`config.mk`:
```
export PLATFORM = sky130hd
export DESIGN_NAME = seg_pipe_adder
export DESIGN_NICKNAME = d
export VERILOG_FILES = /design/src/rtl/seg_pipe_adder.sv
export SDC_FILE = /design/constraint.sdc
export NUM_CORES = 1
export LEC_CHECK = 0
export BUFFER_PORTS_ARGS = -buffer_cell sky130_fd_sc_hd__buf_2
export CORE_MARGIN = 3
export CORE_UTILIZATION = 60
export CTS_CLUSTER_DIAMETER = 50
export DETAILED_ROUTE_END_ITERATION = 7
export PLACE_DENSITY = 0.91
export SETUP_SLACK_MARGIN = 0.05
export SYNTH_ARGS = -nofsm -noshare
export SYNTH_HDL_FRONTEND = slang
export SYNTH_SLANG_ARGS = --single-unit
```
`constraint.sdc`:
```
create_clock -name clk -period 7.4 [get_ports clk]
set_clock_uncertainty 0.15 [all_clocks]
set_input_delay 1.48 -clock clk [delete_from_list [all_inputs] [get_ports clk]]
set_output_delay 1.48 -clock clk [all_outputs]
set_load 0.01 [all_outputs]
```
`src/rtl/seg_pipe_adder.sv`:
```
// seg_pipe_adder
//   Segmented, pipelined adder/subtractor. Each pipeline stage resolves one
//   SEG_W-bit ripple segment; the segment carry is registered between stages.
//   Results leave through a valid/ready handshake with backpressure.
//
// Ports
//   clk, rst_n          clock, asynchronous active-low reset
//   in_valid / in_ready operand bundle handshake (in_ready is combinational)
//   a, b, cin, sub      operands; sub=1 computes a - b and ignores cin
//   out_valid/out_ready result handshake
//   sum, cout, ovf      result, MSB carry-out (SUB: 1 = no borrow), signed overflow
module seg_pipe_adder #(
  parameter int WIDTH = 32,
  parameter int SEG_W = 8,
  parameter int NSEG  = WIDTH / SEG_W
) (
  input  logic             clk,
  input  logic             rst_n,
  input  logic             in_valid,
  output logic             in_ready,
  input  logic [WIDTH-1:0] a,
  input  logic [WIDTH-1:0] b,
  input  logic             cin,
  input  logic             sub,
  output logic             out_valid,
  input  logic             out_ready,
  output logic [WIDTH-1:0] sum,
  output logic             cout,
  output logic             ovf
);

  if (WIDTH % SEG_W != 0) begin : g_bad_seg
    $error("seg_pipe_adder: WIDTH must be a multiple of SEG_W");
  end
  if (NSEG != WIDTH / SEG_W) begin : g_bad_nseg
    $error("seg_pipe_adder: NSEG is derived from WIDTH/SEG_W and must not be overridden");
  end

  // Per-stage register views, indexed by stage (0 = first stage).
  logic [NSEG-1:0]  w_vld;
  logic [NSEG:0]    w_rdy;
  logic [NSEG-1:0]  w_c_st;
  logic [WIDTH-1:0] w_a_st [NSEG];
  logic [WIDTH-1:0] w_b_st [NSEG];
  logic [WIDTH-1:0] w_s_st [NSEG];
  logic             w_cmsb;
  logic [WIDTH-1:0] w_b_in;

  // Subtraction is a + ~b + 1: b is inverted once at entry and the +1 enters
  // as the first-stage carry.
  assign w_b_in = sub ? ~b : b;

  // Ready chain: a stage can load if it is empty or the next one is loading.
  always_comb begin
    w_rdy       = '0;
    w_rdy[NSEG] = out_ready;
    for (int i = NSEG - 1; i >= 0; i--) begin
      w_rdy[i] = !w_vld[i] || w_rdy[i+1];
    end
  end

  for (genvar i = 0; i < NSEG; i++) begin : g_stage
    logic             w_up_vld;
    logic [WIDTH-1:0] w_up_a;
    logic [WIDTH-1:0] w_up_b;
    logic [WIDTH-1:0] w_up_s;
    logic             w_up_c;
    logic [SEG_W-1:0] w_seg_a;
    logic [SEG_W-1:0] w_seg_b;
    logic [SEG_W-1:0] w_seg_s;
    logic [SEG_W:0]   w_carry;
    logic [WIDTH-1:0] w_next_s;

    logic             r_valid;
    logic [WIDTH-1:0] r_a;
    logic [WIDTH-1:0] r_b;
    logic [WIDTH-1:0] r_sum;
    logic             r_c;

    if (i == 0) begin : g_first
      assign w_up_vld = in_valid;
      assign w_up_a   = a;
      assign w_up_b   = w_b_in;
      assign w_up_c   = sub | cin;
      assign w_up_s   = '0;
    end else begin : g_next
      assign w_up_vld = w_vld[i-1];
      assign w_up_a   = w_a_st[i-1];
      assign w_up_b   = w_b_st[i-1];
      assign w_up_c   = w_c_st[i-1];
      assign w_up_s   = w_s_st[i-1];
    end

    assign w_seg_a = w_up_a[i*SEG_W +: SEG_W];
    assign w_seg_b = w_up_b[i*SEG_W +: SEG_W];

    // Ripple of majority carry cells with XOR sum cells.
    always_comb begin
      w_carry    = '0;
      w_seg_s    = '0;
      w_carry[0] = w_up_c;
      for (int k = 0; k < SEG_W; k++) begin
        w_seg_s[k]   = w_seg_a[k] ^ w_seg_b[k] ^ w_carry[k];
        w_carry[k+1] = (w_seg_a[k] & w_seg_b[k]) | (w_carry[k] & (w_seg_a[k] | w_seg_b[k]));
      end
    end

    always_comb begin
      w_next_s                    = w_up_s;
      w_next_s[i*SEG_W +: SEG_W]  = w_seg_s;
    end

    // Data registers load only with a real transaction so idle cycles do not toggle them.
    always_ff @(posedge clk or negedge rst_n) begin
      if (!rst_n) begin
        r_valid <= 1'b0;
        r_a     <= '0;
        r_b     <= '0;
        r_sum   <= '0;
        r_c     <= 1'b0;
      end else begin
        if (w_rdy[i]) begin
          r_valid <= w_up_vld;
        end
        if (w_rdy[i] && w_up_vld) begin
          r_a   <= w_up_a;
          r_b   <= w_up_b;
          r_sum <= w_next_s;
          r_c   <= w_carry[SEG_W];
        end
      end
    end

    assign w_vld[i]  = r_valid;
    assign w_a_st[i] = r_a;
    assign w_b_st[i] = r_b;
    assign w_s_st[i] = r_sum;
    assign w_c_st[i] = r_c;

    // Carry into the MSB is only needed for overflow, which the last stage resolves.
    if (i == NSEG - 1) begin : g_msb
      logic r_cmsb;
      always_ff @(posedge clk or negedge rst_n) begin
        if (!rst_n) begin
          r_cmsb <= 1'b0;
        end else if (w_rdy[i] && w_up_vld) begin
          r_cmsb <= w_carry[SEG_W-1];
        end
      end
      assign w_cmsb = r_cmsb;
    end
  end

  assign in_ready  = w_rdy[0];
  assign out_valid = w_vld[NSEG-1];
  assign sum       = w_s_st[NSEG-1];
  assign cout      = w_c_st[NSEG-1];
  assign ovf       = w_cmsb ^ w_c_st[NSEG-1];

endmodule
```
After elaboration in Yosys (flattened, before gate mapping)
Cells that the tools add are included.
{ "totals": {"register_bits": 281, "latchBits": 0, "ram_bits": 0, "mem_bits_ro": 0, "in_bits": 70, "out_inout_bits": 36, "elab_cells": 227, "memories": 0} }
{ "op_classes": {"n_addsub": 0, "n_mul": 0, "n_div": 0, "n_lt_le_gt_ge": 0, "eq_ne": 0, "n_shift": 0, "muxes": 1, "bitwise": 195, "n_reduce_logical": 12} }
{ "ops": {"columns": ["cell", "count"], "rows": [
  ["$or A1 B1 Y1", 65],
  ["$xor A1 B1 Y1", 65],
  ["$and A1 B1 Y1", 64],
  ["$mux W32", 1],
  ["$not A32 Y32", 1],
  ["$logic_and A1 B1 Y1", 4],
  ["$logic_not A1 Y1", 4],
  ["$logic_or A1 B1 Y1", 4]
]} }

Longest topological paths before layout
{ "depth": {"word_depth": 19, "mapped_depth": 14, "mapped_depth_nobuf": 12} }

Worst setup path before layout
Ideal clock, no wire load.
{ "synth_path": {"kind": "input to register", "from": "in sub", "to": "reg g_stage[0].r_sum[7]", "setup_time_ps": 124, "t_arrival_ps": 5119, "required_ps": 7126, "setup_slack_ps": 2008, "stages": 14, "n_path_buf": 2, "path_cell_list": "clkbuf_1 -> buf_2 -> nor2_1 -> fa_1 -> fa_1 -> inv_1 -> fa_1 -> inv_1 -> fa_1 -> fa_1 -> fa_1 -> fa_1 -> fa_1 -> mux2i_1"} }
{ "synth_via": {"elab_chain_len": 17, "word_cells_on_any_way": 32, "cone_classes": "mux (1); bitwise (31)"} }
{ "synth_rtl": {"columns": ["item", "line", "source"], "rows": [
  ["start: declaration", "24", "input logic sub,"],
  ["$mux W32", "51", "assign w_b_in = sub ? ~b : b;"],
  ["$or A1 B1 Y1", "104", "w_carry[k+1] = (w_seg_a[k] & w_seg_b[k]) | (w_carry[k] & (w_seg_a[k] | w_seg_b[k]));"],
  ["$and A1 B1 Y1", "104", null],
  ["$or A1 B1 Y1", "104", null],
  ["$and A1 B1 Y1", "104", null],
  ["$or A1 B1 Y1", "104", null],
  ["$and A1 B1 Y1", "104", null],
  ["$or A1 B1 Y1", "104", null],
  ["$and A1 B1 Y1", "104", null],
  ["$or A1 B1 Y1", "104", null],
  ["$and A1 B1 Y1", "104", null],
  ["$or A1 B1 Y1", "104", null],
  ["$and A1 B1 Y1", "104", null],
  ["$or A1 B1 Y1", "104", null],
  ["$and A1 B1 Y1", "104", null],
  ["$or A1 B1 Y1", "104", null],
  ["$xor A1 B1 Y1 *", "103", "w_seg_s[k] = w_seg_a[k] ^ w_seg_b[k] ^ w_carry[k];"],
  ["end signal: assignment", "128", "r_sum <= w_next_s;"],
  ["end: declaration", "77", "logic [WIDTH-1:0] r_sum;"]
]} }
Mark *: on every way between the ends. The rest lies on a longest branch, timed or not.
A chain may end at the register's enable or synchronous reset.

Worst setup path in the final report
Same ends and word-level chain as after synthesis.

==> impl_metrics.py <==
metrics = {
    "outcome": {
        "run_status": "completed",
    },
    "setup_path": {
        "cp_slowest_cell": "fa_1",
        "slowest_delay_ns": 0.49,
        "cp-end-kind": "register",
        "setup.worst_path.class": "primary input to register",
        "startpoint_type": "primary input",
        "path_cells": "buf_2 -> xnor2_1 -> fa_1 -> fa_1 -> inv_1 -> fa_1 -> inv_1 -> fa_1 -> fa_1 -> fa_1 -> fa_1 -> fa_1 -> mux2i_1",
        "cp_data_required_time_ns": 7.52,
        "path_max_fanout": 4,
        "worstPathArrival_ns": 4.93,
        "regToRegStartpoint": "g_stage[2].r_a[24]$_DFFE_PN0P_",
        "cp_common_cell": "fa_1",
        "startpoint": "sub",
    },
    "timing": {
        "slew-limit-headroom_pct": 28.1,
        "tns_ns": 0,
        "setup_viol": 0,
        "report.final.slew_viol_count": 0,
        "post-route-min-period_ns": 4.81,
        "rsz0062_at_grt": "no",
        "hold_viol": 0,
        "fin_crit_sh_pct": 65.1,
        "max_freq_ghz": 0.208,
        "timing.final.ws_setup_ns": 2.59,
        "worst_pin_slew_ns": 1.07,
    },
    "cells_and_area": {
        "drive_above_1_share_pct": 52.3,
        "synthToLayoutAreaGrowth_pct": 17.0,
        "diodes": 0,
        "final_core_util_pct": 72.8,
        "fin_cells": 776,
        "fin_area_mm2": 0.00930,
        "layout.nets": 693,
    },
    "global_route": {
        "overflow": 0,
        "grt_max_degree": 71,
        "grt_antenna_before_repair": 0,
        "grt_usage_pct": 21.3,
        "grt_pass1_vias": 4595,
        "grt_pass1_wl_um": 23600,
    },
    "logic_synthesis": {
        "synth_ff_type": "dfrtp_1",
        "async_reset_ff_share_pct": 100,
        "synth_compound_area_share_pct": 0.142,
        "synth_fa_ha_area_share_pct": 8.06,
        "muxShareOfSynthArea_pct": 26.5,
        "synthTopCellsByCount": "dfrtp_1 (185), mux2_2 (151), fa_1 (32), xor2_1 (26), mux2_4 (20)",
        "yosys_register_bits": 185,
        "ys_warn_count": 0,
        "synth.yosys.seq_area_share_pct": 58.2,
        "synth-simple-area-share_pct": 0.960,
        "syn_avg_cell_area_um2": 16.4,
        "syn_nets": 586,
        "synth_xor_area_share_pct": 3.64,
        "yosys.area.top_type": "dfrtp_1",
        "synth_top_family_by_area": "multiplexers",
        "synth.top_cell.area_share_pct": 58.2,
        "synth_edf_count": 0,
        "syn_area_mm2": 0.00795,
        "yosys-top-cells-area": "dfrtp_1 (58%), mux2_2 (21%), fa_1 (8.1%)",
        "yosysUniqueCellTypes": 20,
        "netlist_instances": 484,
        "synth.most_common_cell": "dfrtp_1",
    },
    "pwr": {
        "switching_share_pct": 27.6,
        "p_seq_share_pct": 44.8,
        "intPower_uw": 2610,
        "peakVddDrop_v": 0.000193,
        "power_density_mw_per_mm2": 388,
        "p_sw_uw": 994,
        "combPwrFrac_pct": 26.2,
        "p_leak_uw": 0.00423,
        "clockPowerShare_pct": 28.9,
    },
    "detailed_routing": {
        "drtAntennaViolNets": 0,
        "vias_per_cell": 5.31,
        "avgRoutedWirePerCell_um": 18.2,
        "num_vias": 4122,
        "drc_errors": 0,
        "drt_iter0_markers": 268,
        "drtPass1Iterations": 4,
        "wirelength_um": 14100,
    },
    "clocking": {
        "cts_buffers": 17,
        "post_cts_buffers": 0,
        "cts_tree": "yes",
        "cts_resized": 0,
        "holdBufCountCts": 0,
        "cts_sinks": 185,
        "cts_root_buffer": "clkbuf_16",
        "clk_latency_ns": 0.42,
        "cts_buffer_depth": 2,
        "clk_pin_slew_ns": 0.06,
        "htree_num_levels": 4,
    },
    "die": {
        "ios": 106,
        "die_w_um": 121,
        "die-area_mm2": 0.0147,
        "fp-row-count": 41,
        "core-area_mm2": 0.0128,
        "die_h_um": 121,
        "start_util_pct": 62.2,
    },
    "placed_design": {
        "place_ws_ns": 2.15,
        "dp_cells": 744,
        "dpl.hpwl_um": 9200,
        "gp_congestion": 0.793,
        "port_buffers": 105,
        "place_area_mm2": 0.00861,
    },
    "worst_hold_path": {
        "holdCritStartpoint": "g_stage[1].r_sum[12]$_DFFE_PN0P_",
        "min_path_type": "register to register",
    },
    "run": {
        "cap_violations": 0,
    },
}
==> state kept, by name, summed over array words and instances, names as in the netlist <==
name	flops
g_stage.r_c	3
g_stage.r_b	48
sum	32
cout	1
out_valid	1
g_stage.r_sum	48
g_stage.r_valid	3
g_stage.r_a	48
g_stage.g_msb.r_cmsb	1
==> power by group through the flow <==
stage	logic [uW]	registers, uW	clock network [uW]
floorplan	622	1610	0
CTS	971	1620	1060
finish	946	1620	1040
detailed placement	953	1630	0
global placement	894	1600	0
global route	1060	1670	1110
==> cells in the final DEF (no fill, tap or decap), types with 2 or more instances in the layout <==
cell / instances
buf_2: 104
bufinv_16: 7
nand2b_1: 5
inv_1: 17
mux2_2: 151
fa_1: 32
clkbuf_16: 17
mux2_1: 2
mux2i_1: 8
clkinvlp_4: 3
clkinv_2: 3
buf_4: 5
mux2_4: 20
nand2_2: 3
dfrtp_1: 185
xnor2_1: 7
xor2_1: 26
==> stage by stage <==
stage / total power (uW) / hold slack (ns)
after CTS: 3650 / 0.352
after detailed placement: 2590 / 0.337
final: 3610 / 0.349
after global placement: 2500 / 0.332
after global routing: 3840 / 0.362
after floorplan: 2230 / 0.323
==> cells by family after synthesis <==
family	count (synthesis)
AO/OA/AOI/OAI	1
flip-flops	185
adder cells (fa/ha/maj)	32
multiplexers	181
AND/OR/NAND/NOR	13
XOR/XNOR	33
buffers and inverters	39
==> worst paths after layout <==
path	to	slack [ns]	depth (start not counted)
max reg2reg	sum[31]$_DFFE_PN0P_	3.06	9
max	g_stage[0].r_sum[7]$_DFFE_PN0P_	2.59	13
min in group asynchronous	sum[17]$_DFFE_PN0P_	0.90	1
min reg2reg	g_stage[1].r_sum[12]$_DFFE_PN0P_	0.35	1
max in group asynchronous	g_stage[0].r_b[10]$_DFFE_PN0P_	5.01	2
min	g_stage[1].r_sum[12]$_DFFE_PN0P_	0.35	1
==> layout make-up <==
type                       instances  area [um2]
clock buffer                      19         443
clock inverter                    13         248
sequential                       185        4630
tap                              172         215
fill                             801        3470
inverter                          17        63.8
timing repair buffer             110         569
multi-input combinational        260        3140
==> per-layer routing <==
layer / wire length (um) / track usage [%] / up-vias / part of all wire (%)
li1: - / - / 1863 / -
met4: 244 / 7.01 / 0 / 1.7
met2: 7730 / 38.0 / 73 / 55
met5: 0 / 0 / - / 0
met3: 469 / 4.57 / 22 / 3.3
met1: 5670 / 25.9 / 2164 / 40
==> critical path: cells and delay by family <==
| kind | cells | cell delay, ns |
|---|---|---|
| xor+xnor | 1 | 0.14 |
| buf+inv | 3 | 0.27 |
| fa+ha+maj | 8 | 2.98 |
| mux | 1 | 0.06 |
(Power assumes the default switching activity.)
